[config.mk]
export PLATFORM = sky130hd
export DESIGN_NAME = sel_mux_reg
export DESIGN_NICKNAME = d
export VERILOG_FILES = /design/src/rtl/sel_mux_pkg.sv /design/src/rtl/rr_arbiter.sv /design/src/rtl/sel_mux_reg.sv
export SDC_FILE = /design/constraint.sdc
export NUM_CORES = 1
export LEC_CHECK = 0
export ABC_AREA = 1
export CAP_MARGIN = 20
export CORE_ASPECT_RATIO = 1.4
export CORE_MARGIN = 1.5
export CORE_UTILIZATION = 29
export DETAILED_ROUTE_END_ITERATION = 7
export PLACE_DENSITY = 0.7
export SLEW_MARGIN = 20
export SYNTH_ARGS = -nofsm -noshare
export SYNTH_HDL_FRONTEND = slang
export SYNTH_SLANG_ARGS = --single-unit
[constraint.sdc]
create_clock -name clk -period 1.95 [get_ports clk]
set_clock_uncertainty 0.15 [all_clocks]
set_input_delay 0.2925 -clock clk [delete_from_list [all_inputs] [get_ports clk]]
set_output_delay 0.2925 -clock clk [all_outputs]
set_load 0.005 [all_outputs]
[src/rtl/sel_mux_pkg.sv]
// rtl/sel_mux_pkg.sv - shared types and helpers for the sel_mux_reg slice
//   state_t   : output register occupancy (EMPTY / FULL)
//   sel_width : select token width for a given channel count, never below 1
package sel_mux_pkg;

    typedef enum logic [0:0] {
        EMPTY = 1'b0,
        FULL  = 1'b1
    } state_t;

    function automatic int sel_width(input int n);
        return (n > 2) ? $clog2(n) : 1;
    endfunction

endpackage

[src/rtl/rr_arbiter.sv]
// rtl/rr_arbiter.sv - round-robin channel picker for sel_mux_reg
//   valid [N_IN] : per-channel request
//   ptr   [IDXW] : index of the most recently granted channel
//   grant [N_IN] : one-hot grant, lowest-index valid at or after ptr+1 (mod N_IN)
//   idx   [IDXW] : binary index of the granted channel (0 when no grant)
module rr_arbiter #(
    parameter int N_IN = 8,
    parameter int IDXW = 3
) (
    input  logic [N_IN-1:0] valid,
    input  logic [IDXW-1:0] ptr,
    output logic [N_IN-1:0] grant,
    output logic [IDXW-1:0] idx
);

    // Walk the ring from farthest to nearest so the last hit written is the
    // closest valid channel after the pointer.
    always_comb begin
        int c;
        grant = '0;
        idx   = '0;
        c     = 0;
        for (int k = N_IN; k >= 1; k--) begin
            c = (int'(ptr) + k) % N_IN;
            if (valid[c]) begin
                grant    = '0;
                grant[c] = 1'b1;
                idx      = IDXW'(c);
            end
        end
    end

endmodule

[src/rtl/sel_mux_reg.sv]
// rtl/sel_mux_reg.sv - token-selected N-way mux into a one-entry output register
//   clk, reset            : single clock, synchronous active-high reset
//   in_data/valid/ready   : N_IN input channels of WIDTH bits
//   sel/sel_valid/ready   : select token naming the channel to forward
//   out_data/valid/ready  : registered output, 1 word/cycle throughput
//   err_oob               : one-cycle pulse after an out-of-range token is dropped
//   rr_mode               : only with SEL_MUX_RR_EN; 1 = round-robin, tokens ignored
module sel_mux_reg
    import sel_mux_pkg::*;
#(
    parameter int N_IN  = 8,
    parameter int WIDTH = 32,
    localparam int SELW = sel_width(N_IN)
) (
    input  logic                       clk,
    input  logic                       reset,
`ifdef SEL_MUX_RR_EN
    input  logic                       rr_mode,
`endif
    input  logic [N_IN-1:0][WIDTH-1:0] in_data,
    input  logic [N_IN-1:0]            in_valid,
    output logic [N_IN-1:0]            in_ready,
    input  logic [SELW-1:0]            sel,
    input  logic                       sel_valid,
    output logic                       sel_ready,
    output logic [WIDTH-1:0]           out_data,
    output logic                       out_valid,
    input  logic                       out_ready,
    output logic                       err_oob
);

    localparam logic [SELW:0] N_IN_W = (SELW + 1)'(N_IN);

    state_t           state;
    logic [WIDTH-1:0] data_q;
    logic             err_q;

    logic             can_load;
    logic             sel_in_range;
    logic             sel_fire;
    logic             sel_oob;
    logic [N_IN-1:0]  sel_onehot;
    logic [N_IN-1:0]  pick;
    logic             fire;
    logic             oob_take;
    logic             sel_ready_c;
    logic [WIDTH-1:0] load_data;

    assign can_load     = (state == EMPTY) | out_ready;
    assign sel_in_range = {1'b0, sel} < N_IN_W;

    // Decoded token; all-zero when the token names a channel that does not exist.
    always_comb begin
        sel_onehot = '0;
        for (int i = 0; i < N_IN; i++) begin
            sel_onehot[i] = (sel == SELW'(i));
        end
    end

    assign sel_fire = ~reset & sel_valid & sel_in_range & (|(sel_onehot & in_valid)) & can_load;
    // Out-of-range tokens are dropped even while the register is stalled.
    assign sel_oob  = ~reset & sel_valid & ~sel_in_range;

`ifdef SEL_MUX_RR_EN
    logic [SELW-1:0] rr_ptr;
    logic [SELW-1:0] rr_idx;
    logic [N_IN-1:0] rr_grant;

    rr_arbiter #(
        .N_IN (N_IN),
        .IDXW (SELW)
    ) u_rr_arbiter (
        .valid (in_valid),
        .ptr   (rr_ptr),
        .grant (rr_grant),
        .idx   (rr_idx)
    );

    always_comb begin
        if (rr_mode) begin
            pick        = rr_grant;
            fire        = ~reset & (|rr_grant) & can_load;
            oob_take    = 1'b0;
            sel_ready_c = 1'b0;
        end else begin
            pick        = sel_valid ? sel_onehot : '0;
            fire        = sel_fire;
            oob_take    = sel_oob;
            sel_ready_c = sel_fire | sel_oob;
        end
    end

    always_ff @(posedge clk) begin
        if (reset) begin
            rr_ptr <= '0;
        end else if (rr_mode && fire) begin
            rr_ptr <= rr_idx;
        end
    end
`else
    always_comb begin
        pick        = sel_valid ? sel_onehot : '0;
        fire        = sel_fire;
        oob_take    = sel_oob;
        sel_ready_c = sel_fire | sel_oob;
    end
`endif

    // Ready is offered on the chosen channel regardless of its valid.
    assign in_ready  = (~reset & can_load) ? pick : '0;
    assign sel_ready = sel_ready_c;

    always_comb begin
        load_data = '0;
        for (int i = 0; i < N_IN; i++) begin
            load_data = load_data | (in_data[i] & {WIDTH{pick[i]}});
        end
    end

    always_ff @(posedge clk) begin
        if (reset) begin
            state  <= EMPTY;
            data_q <= '0;
            err_q  <= 1'b0;
        end else begin
            err_q <= oob_take;
            if (fire) begin
                state  <= FULL;
                data_q <= load_data;
            end else if (out_ready) begin
                state <= EMPTY;
            end
        end
    end

    assign out_valid = (state == FULL);
    assign out_data  = data_q;
    assign err_oob   = err_q;

endmodule

=== Yosys cells after proc, flatten, opt, wreduce, memory -nomap -nowiden ===
Cells that the tools add are included.

* Word-level logic and storage cells: 39
* Register bits after elaboration: 33
* Bits of input ports: 271
* Output and inout bits: 43

* Mux-type cells: 4
* Equal/unequal tests: 7
* Bitwise operators: 23
* Reduce and logical (&&, ||, !) cells: 3

{| class="wikitable"
|+ Operators by type and width
! operator !! count
|-
| $and A32 B32 Y32 || 8
|-
| $or A32 B32 Y32 || 7
|-
| $mux W8 || 2
|-
| $eq A3 B3 Y1 const B || 4
|-
| $and A8 B8 Y8 || 1
|-
| $reduce_or A8 Y1 || 1
|-
| $eq A3 B2 Y1 const B || 2
|-
| $and A1 B1 Y1 || 4
|-
| $eq A3 B1 Y1 const B || 1
|-
| $logic_not A3 Y1 || 1
|-
| $mux W1 || 2
|-
| $not A1 Y1 || 2
|-
| $reduce_bool A2 Y1 || 1
|-
| $or A1 B1 Y1 || 1
|}

=== Logic depth before layout (Yosys ltp) ===
* Depth in word-level cells: 10
* Depth in mapped cells: 13
* Depth with buffers taken out: 10

=== Worst setup path after synthesis ===
No wires, ideal clock.

* Path type: input port to output port
* Start: input port sel[1]
* End: output port sel_ready
* Cell stages on the path: 10
* Data required time: 1.507 ns
* Slack: 0.324 ns
* Path buffers: 3
* Data arrival time: 1.184 ns
* Cell sequence: buf_4 > nor2_4 > nand3_1 > nand2_1 > nor2_1 > nand2_1 > nand2_1 > buf_6 > buf_6 > inv_1

* Cells in the longest elaborated chain, start to end: 5
* Elaborated cells between the ends (all ways): 12
* Those cells by class: eq/ne (7); bitwise (3); reduce/logical (2)

{| class="wikitable"
|+ RTL lines
! what !! line !! text
|-
| start: declaration || sel_mux_reg.sv:23 || <nowiki>input logic [SELW-1:0] sel,</nowiki>
|-
| $eq A3 B1 Y1, or another cell as far along || sel_mux_reg.sv:56 || <nowiki>sel_onehot[i] = (sel == SELW'(i));</nowiki>
|-
| $and A8 B8 Y8 (*) || sel_mux_reg.sv:60 || <nowiki>assign sel_fire = ~reset & sel_valid & sel_in_range & (|(sel_onehot & in_valid)) & can_load;</nowiki>
|-
| $reduce_or A8 Y1 (*) || sel_mux_reg.sv:60 ||
|-
| $and A1 B1 Y1 (*) (2 in a row) || sel_mux_reg.sv:60 ||
|-
| end: declaration || sel_mux_reg.sv:25 || <nowiki>output logic sel_ready,</nowiki>
|}

Mark *: on every way between the ends. The rest lies on a longest branch, timed or not.

=== Worst setup path in the final report ===
* Start: register state (netlist: out_valid)
* End: output port in_ready[5]

* Cells in the longest elaborated chain, start to end: 4

{| class="wikitable"
|+ RTL lines
! what !! line !! text
|-
| start: declaration || sel_mux_reg.sv:34 || <nowiki>state_t state;</nowiki>
|-
| start signal: assignment || sel_mux_reg.sv:122 || <nowiki>state <= EMPTY;</nowiki>
|-
| start signal: assignment || sel_mux_reg.sv:128 || <nowiki>state <= FULL;</nowiki>
|-
| start signal: assignment || sel_mux_reg.sv:131 || <nowiki>state <= EMPTY;</nowiki>
|-
| $not A1 Y1 || sel_mux_reg.sv:49 || <nowiki>assign can_load = (state == EMPTY) | out_ready;</nowiki>
|-
| $or A1 B1 Y1 || sel_mux_reg.sv:49 ||
|-
| $and A1 B1 Y1 || sel_mux_reg.sv:110 || <nowiki>assign in_ready = (~reset & can_load) ? pick : '0;</nowiki>
|-
| $mux W8 || sel_mux_reg.sv:110 ||
|-
| end: declaration || sel_mux_reg.sv:22 || <nowiki>output logic [N_IN-1:0] in_ready,</nowiki>
|}

Every way passes these cells.

==> results.sh <==
export IMPL_cts_root_buf="clkbuf_16"
export IMPL_yosys_area_share_simple_pct=70.18
export IMPL_grtUsageTotal_pct=26.33
export IMPL_cp_slowest_cell="dfxtp_2"
export IMPL_final_nets=1365
export IMPL_crit_type="reg -> out"
export IMPL_crit_required_ns=1.51
export IMPL_r2r_cells=11
export IMPL_area_sequential_um2=661.9
export IMPL_h_tree_depth=2
export IMPL_max_stage_delay_ns=0.31
export IMPL_multi_input_area_um2=3019
export IMPL_whs_endpoint="out_valid$_SDFFE_PP0P_"
export IMPL_drt_vias_per_instance=5.012
export IMPL_initial_core_util_pct=29.95
export IMPL_critPathMaxFanout=6
export IMPL_grt_pass1_wl_mm=31.68
export IMPL_drt_iter0_markers=303
export IMPL_finalSetupViolations=0
export IMPL_antenna_found_initial=0
export IMPL_num_rows=51
export IMPL_nFillCells=1412
export IMPL_fin_tns_setup_ns=0
export IMPL_layout_drive_gt1_share_pct=8.402
export IMPL_hold_start="reset"
export IMPL_n_antenna_cell=0
export IMPL_synth_top_family_by_area="simple AND/OR/NAND/NOR gates"
export IMPL_first_pass_iters=5
export IMPL_power_density_nw_per_um2=357.5
export IMPL_yosysMostFrequentCell="nand2_1"
export IMPL_cp_start_kind="flop"
export IMPL_cts_sinks=33
export IMPL_period_minus_slack_ns=1.880
export IMPL_grt_overflow_total=0
export IMPL_arrival_ns=1.44
export IMPL_cts_buffers=5
export IMPL_synth_top_area_share_pct=29.32
export IMPL_path_cells="inv_1, nor2_1, inv_1, nand2_4, nor2_4, buf_6, and3_1, clkdlybuf4s15_1"
export IMPL_ir_drop_uv=419.1
export IMPL_synth_top_area_cell="nand4_1"
export IMPL_synth_ff_type="dfxtp_1"
export IMPL_crit_family="buffers and inverters"
export IMPL_synthesis_area_um2=4204
export IMPL_gp_congestion=0.8738
export IMPL_critPathMostFrequentCell="inv_1"
export IMPL_drc=0
export IMPL_max_freq_mhz=532.0
export IMPL_crit_path_end_kind="primary output"
export IMPL_clk_latency_ns=0.27
export IMPL_hold_class="in -> reg"
export IMPL_whs_path_depth=2
export IMPL_synth_xor_area_share_pct=0
export IMPL_yosysUniqueCellTypes=20
export IMPL_core_area_um2=14040
export IMPL_via_count=6415
export IMPL_io_buffers=312
export IMPL_final_max_slew_violation_count=0
export IMPL_final_antenna_net_count=0
export IMPL_yosys_warnings=0
export IMPL_syn_avg_cell_area_um2=5.248
export IMPL_reg2reg_slack_ns=0.21
export IMPL_synth_enable_flop_cells=0
export IMPL_ys_ff_latch=33
export IMPL_status="finished clean"
export IMPL_r2r_end="out_data[12]$_SDFFE_PP0P_"
export IMPL_rr_startpoint="out_valid$_SDFFE_PP0P_"
export IMPL_dp_hpwl_mm=16.19
export IMPL_grt_max_degree=75
export IMPL_synth_mux_area_share_pct=0
export IMPL_path_buf_inv=4
export IMPL_grt_pass1_vias=5912
export IMPL_die_x_um=104.8
export IMPL_synth_async_sr_flop_share_pct=0
export IMPL_synth_cells=801
export IMPL_setup_ws_ns=0.07028
export IMPL_ys_top_cells_by_area="nand4_1 29%, nand2_1 26%, dfxtp_1 16%"
export IMPL_grt_setup_unrepaired="true"
export IMPL_wire_per_inst_um=16.42
export IMPL_post_route_period_util_pct=96.40
export IMPL_cts_path_max_buffers=2
export IMPL_dieHeight_um=145.5
export IMPL_post_place_ws_ns=-0.5344
export IMPL_drt_total_wl_mm=21.02
export IMPL_fin_hold_ws_ns=0.2302
export IMPL_synth_yosys_seq_area_share_pct=15.71
export IMPL_die_area_um2=15240
export IMPL_synthAdderAreaFrac_pct=0
export IMPL_clk_pin_slew_ns=0.05
export IMPL_p_leak_uw=0.003789
export IMPL_hold_viol=0
export IMPL_io_pins=314
export IMPL_synth_common_cells="296 x nand2_1, 197 x nand4_1, 133 x nor2_1"
export IMPL_maxCapViolations=0
export IMPL_synth_compound_area_share_pct=0.1190
export IMPL_synthesis_nets=1072
export IMPL_cts_tree="yes"
export IMPL_postCtsHoldBufs=0
export IMPL_syn_to_final_growth_pct=87.08
cell families (layout without fill, tap and decap cells):
group           count (synthesis)  in the layout
compound gates                  1              1
buf+inv                       124            418
flops                          33             33
other cells                     1              1
simple gates                  642            642
final cells by class:
| type | instances | share of cell area (%) |
|---|---|---|
| Timing Repair Buffer | 370 | 46.61 |
| Multi-Input combinational cell | 644 | 38.39 |
| Sequential cell | 33 | 8.416 |
| Tap cell | 185 | 2.943 |
| Inverter | 40 | 1.909 |
| Clock buffer | 8 | 1.734 |
where the power goes:
part / leakage (uW) / switching (uW) / internal (uW)
registers: 0.000270 / 20.1 / 720
logic: 0.00345 / 569 / 766
clock network: 0.0000652 / 262 / 474
total: 0.00379 / 851 / 1960
timing repair:
| item | CTS | global route |
|---|---|---|
| pin swaps | 3 | 2 |
| setup buffers | 13 | 1 |
| endpoints found under the setup margin | 42 | 40 |
| resized for setup | 36 | 20 |
per-stage QoR:
step,std cells,power (uW),util [%],cell area (um2)
2_1_floorplan,801,1224,-,4204
3_3_place_gp,1259,2045,53.97,7577
3_5_place_dp,1259,2049,53.97,7577
4_1_cts,1279,2823,55.73,7824
5_1_grt,1280,2977,56.03,7865
6_report,1280,2811,56.03,7865
cells in the final DEF (no fill, tap or decap), types with 5 or more instances in the layout:
cell type,Yosys,routed
nand2_1,296,294
clkdlybuf4s50_1,0,297
buf_6,7,6
dfxtp_1,33,32
nor2_1,133,122
nor2_2,1,10
nand4_1,197,197
clkdlybuf4s15_1,0,6
buf_12,0,8
inv_1,37,36
clkbuf_16,0,5
buf_4,11,44
and3_1,6,6
sequential cells by signal, indices dropped and copies added (netlist names):
| register | cells |
|---|---|
| out_data | 32 |
| out_valid | 1 |
layer usage:
metal / global-route usage (%) / share of wire, % / up-vias
li1: - / - / 3280
met1: 33.09 / 41 / 2792
met2: 43.92 / 48 / 297
met3: 4.613 / 7.3 / 46
met4: 11.23 / 4.0 / 0
met5: 0 / 0 / -
worst max-delay path by stage:
stage / startpoint / to / depth (start not counted)
floorplan: sel[1] / sel_ready / 10
global placement: sel[1] / sel_ready / 9
detailed placement: sel[1] / sel_ready / 9
CTS: sel[0] / out_data[12]$_SDFFE_PP0P_ / 13
global route: out_valid$_SDFFE_PP0P_ / in_ready[4] / 8
finish: out_valid$_SDFFE_PP0P_ / in_ready[5] / 8
No activity file was read; power rests on OpenSTA's default activity.
